`src/rtl/pipe_hazard_ctl_pkg.sv`:
```
// Shared constants and helpers for the hazard/forwarding controller:
// forwarding-select encoding, stall-counter width and a clog2 helper.
package hazard_pkg;

    localparam int STALL_CNT_W = 16;
    localparam int FWD_RF      = 0;
    localparam int FWD_STG_OFS = 1;

    function automatic int hz_clog2(input int n);
        int r;
        r = 0;
        while ((1 << r) < n) r++;
        return r;
    endfunction

    // Multi-cycle write-back select sits just past the last stage select.
    function automatic int fwd_mc(input int nstg);
        return nstg + FWD_STG_OFS;
    endfunction

endpackage

```
`src/rtl/pipe_hazard_ctl_mc_tracker.sv`:
```
// Tracks the single in-flight multi-cycle (mul/div) op: countdown, tracked rd
// and the one-cycle write-back pulse on the 1->0 count transition.
module mc_tracker
    import hazard_pkg::*;
#(
    parameter int RW     = 5,
    parameter int MC_LAT = 4
) (
    input  logic          clock,
    input  logic          resetn,
    input  logic          start_i,
    input  logic          start_wr_i,
    input  logic [RW-1:0] start_rd_i,
    output logic          busy_o,
    output logic          trk_wr_o,
    output logic [RW-1:0] trk_rd_o,
    output logic          wb_valid_o,
    output logic [RW-1:0] wb_rd_o
);

    localparam int CW = (hz_clog2(MC_LAT + 1) < 1) ? 1 : hz_clog2(MC_LAT + 1);

    logic [CW-1:0] cnt_q, cnt_d;
    logic [RW-1:0] trk_rd_q, trk_rd_d;
    logic          trk_wr_q, trk_wr_d;
    logic          wb_valid_q, wb_valid_d;
    logic [RW-1:0] wb_rd_q, wb_rd_d;

    always_comb begin
        cnt_d      = cnt_q;
        trk_rd_d   = trk_rd_q;
        trk_wr_d   = trk_wr_q;
        wb_valid_d = 1'b0;
        wb_rd_d    = wb_rd_q;
        if (cnt_q != '0) cnt_d = cnt_q - CW'(1);
        // wb_rd is its own register so it keeps the old rd while a new op loads.
        if (cnt_q == CW'(1) && trk_wr_q) begin
            wb_valid_d = 1'b1;
            wb_rd_d    = trk_rd_q;
        end
        if (start_i) begin
            cnt_d    = CW'(MC_LAT);
            trk_wr_d = start_wr_i;
            if (start_wr_i) trk_rd_d = start_rd_i;
        end
    end

    always_ff @(posedge clock or negedge resetn) begin
        if (!resetn) begin
            cnt_q      <= '0;
            trk_rd_q   <= '0;
            trk_wr_q   <= 1'b0;
            wb_valid_q <= 1'b0;
            wb_rd_q    <= '0;
        end else begin
            cnt_q      <= cnt_d;
            trk_rd_q   <= trk_rd_d;
            trk_wr_q   <= trk_wr_d;
            wb_valid_q <= wb_valid_d;
            wb_rd_q    <= wb_rd_d;
        end
    end

    assign busy_o     = (cnt_q != '0);
    assign trk_wr_o   = trk_wr_q;
    assign trk_rd_o   = trk_rd_q;
    assign wb_valid_o = wb_valid_q;
    assign wb_rd_o    = wb_rd_q;

endmodule

```
`src/rtl/pipe_hazard_ctl.sv`:
```
// Hazard and forwarding controller beside the ID stage: per-operand forwarding
// selects, load-use / multi-cycle stalls, stall counter. HAZ_R0_ZERO_EN makes r0 never match.
module pipe_hazard_ctl
    import hazard_pkg::*;
#(
    parameter int RW     = 5,
    parameter int NSRC   = 3,
    parameter int NSTG   = 2,
    parameter int MC_LAT = 4,
    parameter int SELW   = hz_clog2(NSTG + 2)
) (
    input  logic                   clock,
    input  logic                   resetn,
    input  logic                   id_valid,
    input  logic [NSRC*RW-1:0]     id_src,
    input  logic [NSRC-1:0]        id_src_used,
    input  logic [RW-1:0]          id_dst,
    input  logic                   id_wreg,
    input  logic                   id_mc,
    input  logic [NSTG-1:0]        st_wreg,
    input  logic [NSTG*RW-1:0]     st_rd,
    input  logic [NSTG-1:0]        st_load,
    input  logic                   flush,
    output logic [NSRC*SELW-1:0]   fwd_sel,
    output logic                   stall,
    output logic                   issue,
    output logic                   mc_busy,
    output logic                   mc_wb_valid,
    output logic [RW-1:0]          mc_wb_rd,
    output logic [STALL_CNT_W-1:0] stall_cnt
);

    function automatic logic reg_match(input logic [RW-1:0] a, input logic [RW-1:0] b);
`ifdef HAZ_R0_ZERO_EN
        return (a == b) && (a != '0);
`else
        return (a == b);
`endif
    endfunction

    logic          trk_wr;
    logic [RW-1:0] trk_rd;
    logic [NSRC-1:0] lu_haz, raw_haz;
    logic          waw_haz, str_haz;
    logic          unused_ld;

    // Loads beyond stage 0 forward like any other result.
    assign unused_ld = ^st_load;

    for (genvar k = 0; k < NSRC; k++) begin : g_src
        logic [RW-1:0]   src;
        logic [NSTG-1:0] hit;
        logic            mc_hit;
        logic [SELW-1:0] sel;

        assign src = id_src[k*RW +: RW];

        for (genvar s = 0; s < NSTG; s++) begin : g_stg
            assign hit[s] = id_src_used[k] & st_wreg[s] & reg_match(src, st_rd[s*RW +: RW]);
        end

        assign mc_hit = id_src_used[k] & mc_wb_valid & reg_match(src, mc_wb_rd);

        // Youngest stage wins; walk oldest-first so lower indices overwrite.
        always_comb begin
            sel = SELW'(FWD_RF);
            if (mc_hit) sel = SELW'(fwd_mc(NSTG));
            for (int s = NSTG - 1; s >= 0; s--)
                if (hit[s]) sel = SELW'(s + FWD_STG_OFS);
        end

        assign fwd_sel[k*SELW +: SELW] = sel;
        assign lu_haz[k]  = hit[0] & st_load[0];
        assign raw_haz[k] = id_src_used[k] & mc_busy & trk_wr & reg_match(src, trk_rd);
    end

    assign waw_haz = mc_busy & trk_wr & id_wreg & reg_match(id_dst, trk_rd);
    assign str_haz = mc_busy & id_mc;

    assign stall = id_valid & ~flush & ((|lu_haz) | (|raw_haz) | waw_haz | str_haz);
    assign issue = id_valid & ~stall & ~flush;

    mc_tracker #(
        .RW     (RW),
        .MC_LAT (MC_LAT)
    ) u_mc (
        .clock      (clock),
        .resetn     (resetn),
        .start_i    (issue & id_mc),
        .start_wr_i (id_wreg),
        .start_rd_i (id_dst),
        .busy_o     (mc_busy),
        .trk_wr_o   (trk_wr),
        .trk_rd_o   (trk_rd),
        .wb_valid_o (mc_wb_valid),
        .wb_rd_o    (mc_wb_rd)
    );

    logic [STALL_CNT_W-1:0] stall_cnt_q, stall_cnt_d;

    always_comb begin
        stall_cnt_d = stall_cnt_q;
        if (stall && stall_cnt_q != '1) stall_cnt_d = stall_cnt_q + STALL_CNT_W'(1);
    end

    always_ff @(posedge clock or negedge resetn) begin
        if (!resetn) stall_cnt_q <= '0;
        else         stall_cnt_q <= stall_cnt_d;
    end

    assign stall_cnt = stall_cnt_q;

endmodule

```
`config.mk`:
```
export PLATFORM = sky130hd
export DESIGN_NAME = pipe_hazard_ctl
export DESIGN_NICKNAME = d
export VERILOG_FILES = /design/src/rtl/pipe_hazard_ctl_pkg.sv /design/src/rtl/pipe_hazard_ctl_mc_tracker.sv /design/src/rtl/pipe_hazard_ctl.sv
export SDC_FILE = /design/constraint.sdc
export NUM_CORES = 1
export LEC_CHECK = 0
export ABC_AREA = 1
export BUFFER_PORTS_ARGS = -buffer_cell sky130_fd_sc_hd__clkbuf_2
export CORE_MARGIN = 2
export CORE_UTILIZATION = 30
export CTS_CLUSTER_DIAMETER = 80
export DETAILED_ROUTE_END_ITERATION = 6
export PLACE_DENSITY = 0.51
export SLEW_MARGIN = 20
export SYNTH_ARGS = -nofsm -noshare
export SYNTH_HDL_FRONTEND = slang
export SYNTH_HIERARCHICAL = 1
export SYNTH_SLANG_ARGS = --single-unit
export TNS_END_PERCENT = 100
```
`constraint.sdc`:
```
create_clock -name clock -period 2.82 [get_ports clock]
set_input_delay 0.282 -clock clock [delete_from_list [all_inputs] [get_ports clock]]
set_output_delay 0.282 -clock clock [all_outputs]
set_load 0.05 [all_outputs]
```
# Yosys cells after proc, flatten, opt, wreduce, memory -nomap -nowiden
# Index checks and enable logic that the tools add are counted.
# word_totals
reg_bits	31
latch_bits	0
ram_bits	0
romBits	0
output_inout_bits	31
n_memories	0
# op_classes
add_sub_neg	2
n_mul	0
n_div	0
n_lt_le_gt_ge	0
n_eq_ne	15
shifts	0
n_mux	12
n_bitwise	44
n_reduce_logical	7
# op_table
op	count
5-bit equality test	13
1-bit AND	39
2-bit 2-to-1 mux	9
16-bit by 1-bit adder with 16-bit output (second input constant)	1
16-bit inequality test (second input constant)	1
3-bit 2-to-1 mux	2
3-bit OR reduction	2
3-bit by 1-bit equality test with 1-bit output (second input constant)	1
1-bit OR	3
3-bit nonzero test	1
3-bit by 1-bit subtractor with 3-bit output (second input constant)	1
1-bit logical AND	2
1-bit inverter	2
2-bit AND reduction	1
2-bit nonzero test	1
1-bit 2-to-1 mux	1

# Longest topological paths before layout
# depth
word_depth	14
mapped_depth	17
mapped_depth_nobuf	15

# Cells and area by module
# Netlist, hierarchy kept.
# by_module_without_submodules
module	n_inst	cells_per_inst	area_per_inst_um2	seq_area_each_um2
pipe_hazard_ctl	1	363	2133.3	400.4
mc_tracker	1	71	651.9	375.4

# Worst setup path after synthesis
# No wires, ideal clock.
# synth_path
path_kind	reg-to-output
from	register u_mc.wb_rd_q[1] (netlist: u_mc/wb_rd_o[1])
to	output fwd_sel[3]
t_arrival_ns	2.388
setup_slack_ns	0.150
stages_incl_launch_ff	5
n_path_buf	0
cell_sequence	dfrtp_1 > inv_1 > a221oi_1 > nand3_1 > a21boi_0
# synth_between
elab_chain_cells	5
# synth_rtl
item	line_no	rtl
from (decl)	pipe_hazard_ctl_mc_tracker.sv:27	logic [RW-1:0] wb_rd_q, wb_rd_d;
from (signal assigned)	pipe_hazard_ctl_mc_tracker.sv:60	wb_rd_q <= wb_rd_d;
5-bit equality test	pipe_hazard_ctl.sv:37	return (a == b);
1-bit AND	pipe_hazard_ctl.sv:62	assign mc_hit = id_src_used[k] & mc_wb_valid & reg_match(src, mc_wb_rd);
2-bit 2-to-1 mux	pipe_hazard_ctl.sv:67	if (mc_hit) sel = SELW'(fwd_mc(NSTG));
2-bit 2-to-1 mux (2 in series)	pipe_hazard_ctl.sv:69	if (hit[s]) sel = SELW'(s + FWD_STG_OFS);
to (decl)	pipe_hazard_ctl.sv:24	output logic [NSRC*SELW-1:0] fwd_sel,
# No other way between the ends.

# Final worst setup path
# layout_path
from	register u_mc.cnt_q[0]
to	output stall
# layout_between
elab_chain_cells	9
# layout_rtl
item	line_no	rtl
from (decl)	pipe_hazard_ctl_mc_tracker.sv:23	logic [CW-1:0] cnt_q, cnt_d;
from (signal assigned)	pipe_hazard_ctl_mc_tracker.sv:56	cnt_q <= cnt_d;
3-bit nonzero test *	pipe_hazard_ctl_mc_tracker.sv:64	assign busy_o = (cnt_q != '0);
1-bit AND (3 in series)	pipe_hazard_ctl.sv:74	assign raw_haz[k] = id_src_used[k] & mc_busy & trk_wr & reg_match(src, trk_rd);
3-bit OR reduction	pipe_hazard_ctl.sv:80	assign stall = id_valid & ~flush & ((|lu_haz) | (|raw_haz) | waw_haz | str_haz);
1-bit OR (2 in series)	pipe_hazard_ctl.sv:80	
1-bit OR *	pipe_hazard_ctl.sv:80	
1-bit AND *	pipe_hazard_ctl.sv:80	
to (decl)	pipe_hazard_ctl.sv:25	output logic stall,
# Mark *: on every way between the ends. The rest lies on a longest branch, timed or not.

==> results <==
- The average vias per placed instance is 4.77.
- The total setup violations reported at the end of the flow is 0.
- The synthesized instance count is 434.
- The area share of fa/ha/maj cells after synthesis is 0.0180.
- The library cells used most frequently in the layout, excluding fill and tap cells, are nand2_1, clkbuf_2, inv_1.
- The analysis attributes to cell leakage a power of 1.87 nW.
- The count of nets left with antenna violations once routing finished came out at 0.
- The leading cell type in the layout, fill and taps excluded is nand2_1.
- The share of synthesized cell area in and, or, nand and nor gates is 0.449.
- The via count of the first global-routing pass is approximately 2800.
- In this design, the largest share of critical-path delay is due to simple AND/OR/NAND/NOR gates.
- After clock tree synthesis, the clock-pin slew on the worst setup and hold paths is about 0.070 ns.
- The clock network fraction of design power is 0.183.
- The routed wirelength normalized by instance count is 13.7 um.
- Of the total power, registers draw 0.335.
- Counting both buffers and inverters, the worst setup path holds a total of 4.
- For this run, the slowest stage of the critical path takes 0.38 ns.
- The TritonCTS sink count is 31.
- The fraction of power consumed by combinational cells is 0.482.
- The peak supply drop is 0.209 mV.
- The total negative slack is 0 ns.
- The number of hold violations in the final report is 0.
- The number of max-slew violations in the final report is 0.
- The worst pin sits at a relative slew slack of 0.464.
- The placer congestion estimate is 0.918.
- The final instance area is around 3400 um2.
- The clock passes through at most 2 buffers.
- The area growth from synthesis to layout is 20.7%.
- The startpoint-to-endpoint class of the critical path is reg2out.
- In the global route stage, overall resource usage came out at 0.175.
- Summing over every cut layer, the via total after detailed routing is between 2000 and 3000.
- After synthesis, the mean cell area works out to about 6.4 um2.
- The number of remaining DRC errors is 0.
- The count of buffers added on input and output ports is 72.
- The data arrival time at the worst-slack endpoint is ~2.3 ns.
- The cell sitting at the root of the clock tree is a clkbuf_8.
- The smallest clock period supported by the final layout is computed as about 2.6 ns.
- The post-synthesis share of cell area spent on xor and xnor gates is 0.0881.
- The reg-to-reg startpoint is u_mc/cnt_q[0].
- The share of synthesized area occupied by flip-flops and latches is 0.279.
- Among all stages on the critical path, the largest delay is contributed by dfrtp_1.
- 0 antenna diodes ended up in the layout.
- The final cycle utilization of the critical path is 0.909.
- The met3 wire length is slightly below 500 um.
- The quantity of gates resized following cts is 0.
- The die extent in y is about 100 um.
- The internal power of the cells totals 1.11 mW.
- Summing every instance area after synthesis gives ~2800 um2.
- The count of buffers added by post-CTS timing repair for setup is 0.
- In this run the worst setup path begins at u_mc/cnt_q[0].
- The largest clock skew in the final design is between 0.01 and 0.015 ns.
- The CTS tree is yes.
- In this run, the number of DRC markers left after iteration 0 of detailed routing was 135.
- The floorplan has 35 rows.
- The routed design has 8490 um of wire.
- The total I/O pin count is between 70 and 80.
- The post-synthesis register bit count is 31.
- The global-route wire length before repair is 13900 um.
- Traced cell by cell, the critical path runs through inv_1 -> ha_1 -> nand2_2 -> nand2_1 -> inv_1 -> nand2_1 -> a21oi_1 -> nand3_2 -> nand2_2 -> nor2_4 -> nand2_4 -> nand2_1 -> inv_1 -> clkbuf_2.
- The die area is 10100 um2.
- The H-tree generated during clock tree synthesis spans 2 levels.
- The flow ran to the end, and the final reports show no timing, DRC or antenna violations.
- Across the run, the number of max-cap violations was 0.
- The HPWL reported at the end of detailed placement is 6760 um.
- The synthesized netlist contains 33 unique library cells.
- The routed metal-1 wirelength is a little over 4000 um.
- The number of hold buffers added after cts is 0.
- For this run, the detailed router's first-pass iteration total came to 4.
- In this run the cell area measured after placement is 3260 um2.
- Setup repair after global routing left no endpoint under its margin.
- The fraction of final layout cells sized beyond drive strength 1 is 0.214.
- The global route total overflow is 0.
- In this run the power spent charging and discharging nets is between 1 and 1.5 mW.
- The horizontal die dimension is 100 um.
- The pin slew with the least headroom to its limit is 0.804 ns.
- The uppermost layer routed is met4.
- The standard cell core area is around 9100 um2.
- The worst setup path is captured at an output pin.
- The area fraction in compound gates after synthesis is 0.0692.
- Based on the critical path, the design can be clocked at up to between 0.3 and 0.4 GHz.
- Data on the critical path is required at its endpoint by 2.54 ns.
- In this run, CTS created clock tree buffers numbering 5.
- The critical-path maximum fanout is 13.
- The layout net count is 556.
- By area, the combinational part of the netlist is dominated by simple AND/OR/NAND/NOR gates.
- The insertion delay to the later sink of the worst-skew pair is approximately 0.29 ns.
- The total power density per cell area is 664 nW/um2.
- Of the total power, the share spent switching nets is 0.503.
- After synthesis, the share of cell area in mux cells is 0.
- The number of antenna violations at the first check in global routing is 0.
- In the detailed route, the total length drawn on met2 is ~3700 um.
- During synthesis, Yosys emitted a total of 6 warnings.
- The register-to-register setup slack is 0.47 ns.
- Entering global routing, the biggest net connects 32 pins.
- The starting density of the core is 0.306.
- The kind of start point of the critical path is a flip-flop.
- The total nets after synthesis is 481.
- The worst min-delay path category is in2async.
==> worst register-to-register path: stages, from the launching register on <==
cell	delay (ns)
dfrtp_1	0.41
inv_1	0.11
ha_1	0.22
nand2_2	0.13
nand2_1	0.08
inv_1	0.06
nand2_1	0.06
nor2_1	0.04
nand3_1	0.07
nand3_1	0.11
nor2_4	0.12
nand2_4	0.12
nor3b_2	0.32
buf_4	0.20
inv_2	0.06
nand4_1	0.08
nand2_1	0.05
==> power groups by stage <==
| stage | sequential [mW] | combinational, mW | clock, mW |
|---|---|---|---|
| after floorplan | 0.909 | 0.619 | 0 |
| after global placement | 0.755 | 1.07 | 0 |
| after detailed placement | 0.756 | 1.08 | 0 |
| after CTS | 0.747 | 1.09 | 0.416 |
| after global routing | 0.773 | 1.21 | 0.437 |
| final | 0.748 | 1.08 | 0.408 |
==> area by class of cell <==
type / count / area, um2
clock buffer: 7 / 96.3
clock inverter: 1 / 7.51
fill: 1001 / 5750
inverter: 59 / 221
multi-input combinational: 337 / 1740
sequential: 31 / 776
tap: 111 / 139
timing repair buffer: 75 / 383
==> synthesized netlist by cell type <==
cell type,number,share of area
nand3_4,1,0.0063
xor2_1,17,0.053
buf_2,2,0.0036
o22ai_1,15,0.034
nand2_1,155,0.21
buf_6,2,0.0081
clkbuf_2,1,0.0018
inv_1,48,0.065
ha_1,4,0.018
inv_2,10,0.013
nand2_4,1,0.0040
nand3_2,3,0.011
dfrtp_1,31,0.28
buf_4,1,0.0027
xnor2_1,11,0.035
nor3b_2,1,0.0045
nand4_4,1,0.0076
nor3_1,6,0.011
nor2_2,1,0.0022
nand3b_1,1,0.0027
a21oi_1,8,0.014
nand4_1,25,0.056
a21boi_0,3,0.0081
clkinv_1,1,0.0013
nor4_1,4,0.0090
o21ai_1,1,0.0018
clkbuf_1,1,0.0013
nand2_2,5,0.011
nor2_1,39,0.053
a221oi_1,3,0.0094
nand3_1,28,0.050
nor2_4,3,0.012
o21ai_0,1,0.0018
==> kinds of logic after synthesis <==
kind of cell | count (synthesis)
AND/OR/NAND/NOR | 274
buffers and inverters | 66
AO/OA/AOI/OAI | 31
flip-flops | 31
XOR/XNOR | 28
adder cells (fa/ha/maj) | 4
==> layer usage <==
layer	vias up	global-route usage
met3	12	0.0258
met1	1311	0.245
met2	81	0.274
li1	1556	-
met5	-	0
met4	0	0.0601
==> per-stage QoR <==
step	total power [mW]	setup WS (ns)	hold WS, ns	util	std cells
3_5_place_dp	1.84	0.478	0.424	0.358	613
3_3_place_gp	1.82	0.493	0.416	0.358	613
6_report	2.23	0.257	0.0663	0.369	621
2_1_floorplan	1.53	0.150	-0.0136	-	434
4_1_cts	2.25	0.225	0.107	0.369	621
5_1_grt	2.42	0.00725	0.147	0.369	621
==> worst paths after layout <==
kind,cells after the start,endpoint
setup reg to reg,16,u_mc/cnt_q[0]
setup / recovery,14,stall
hold / removal,1,stall_cnt[4]
hold reg to reg,2,stall_cnt[13]
min in group clock,3,u_mc/trk_rd_o[0]
max in group asynchronous,1,u_mc/wb_valid_o
==> state kept, by name, indices dropped and copies added, names as in the netlist <==
register         count
u_mc/trk_rd_o        5
u_mc/wb_valid_o      1
u_mc/wb_rd_o         5
stall_cnt           16
u_mc/trk_wr_o        1
u_mc/cnt_q           3
Power figures use the tool's default switching activity.
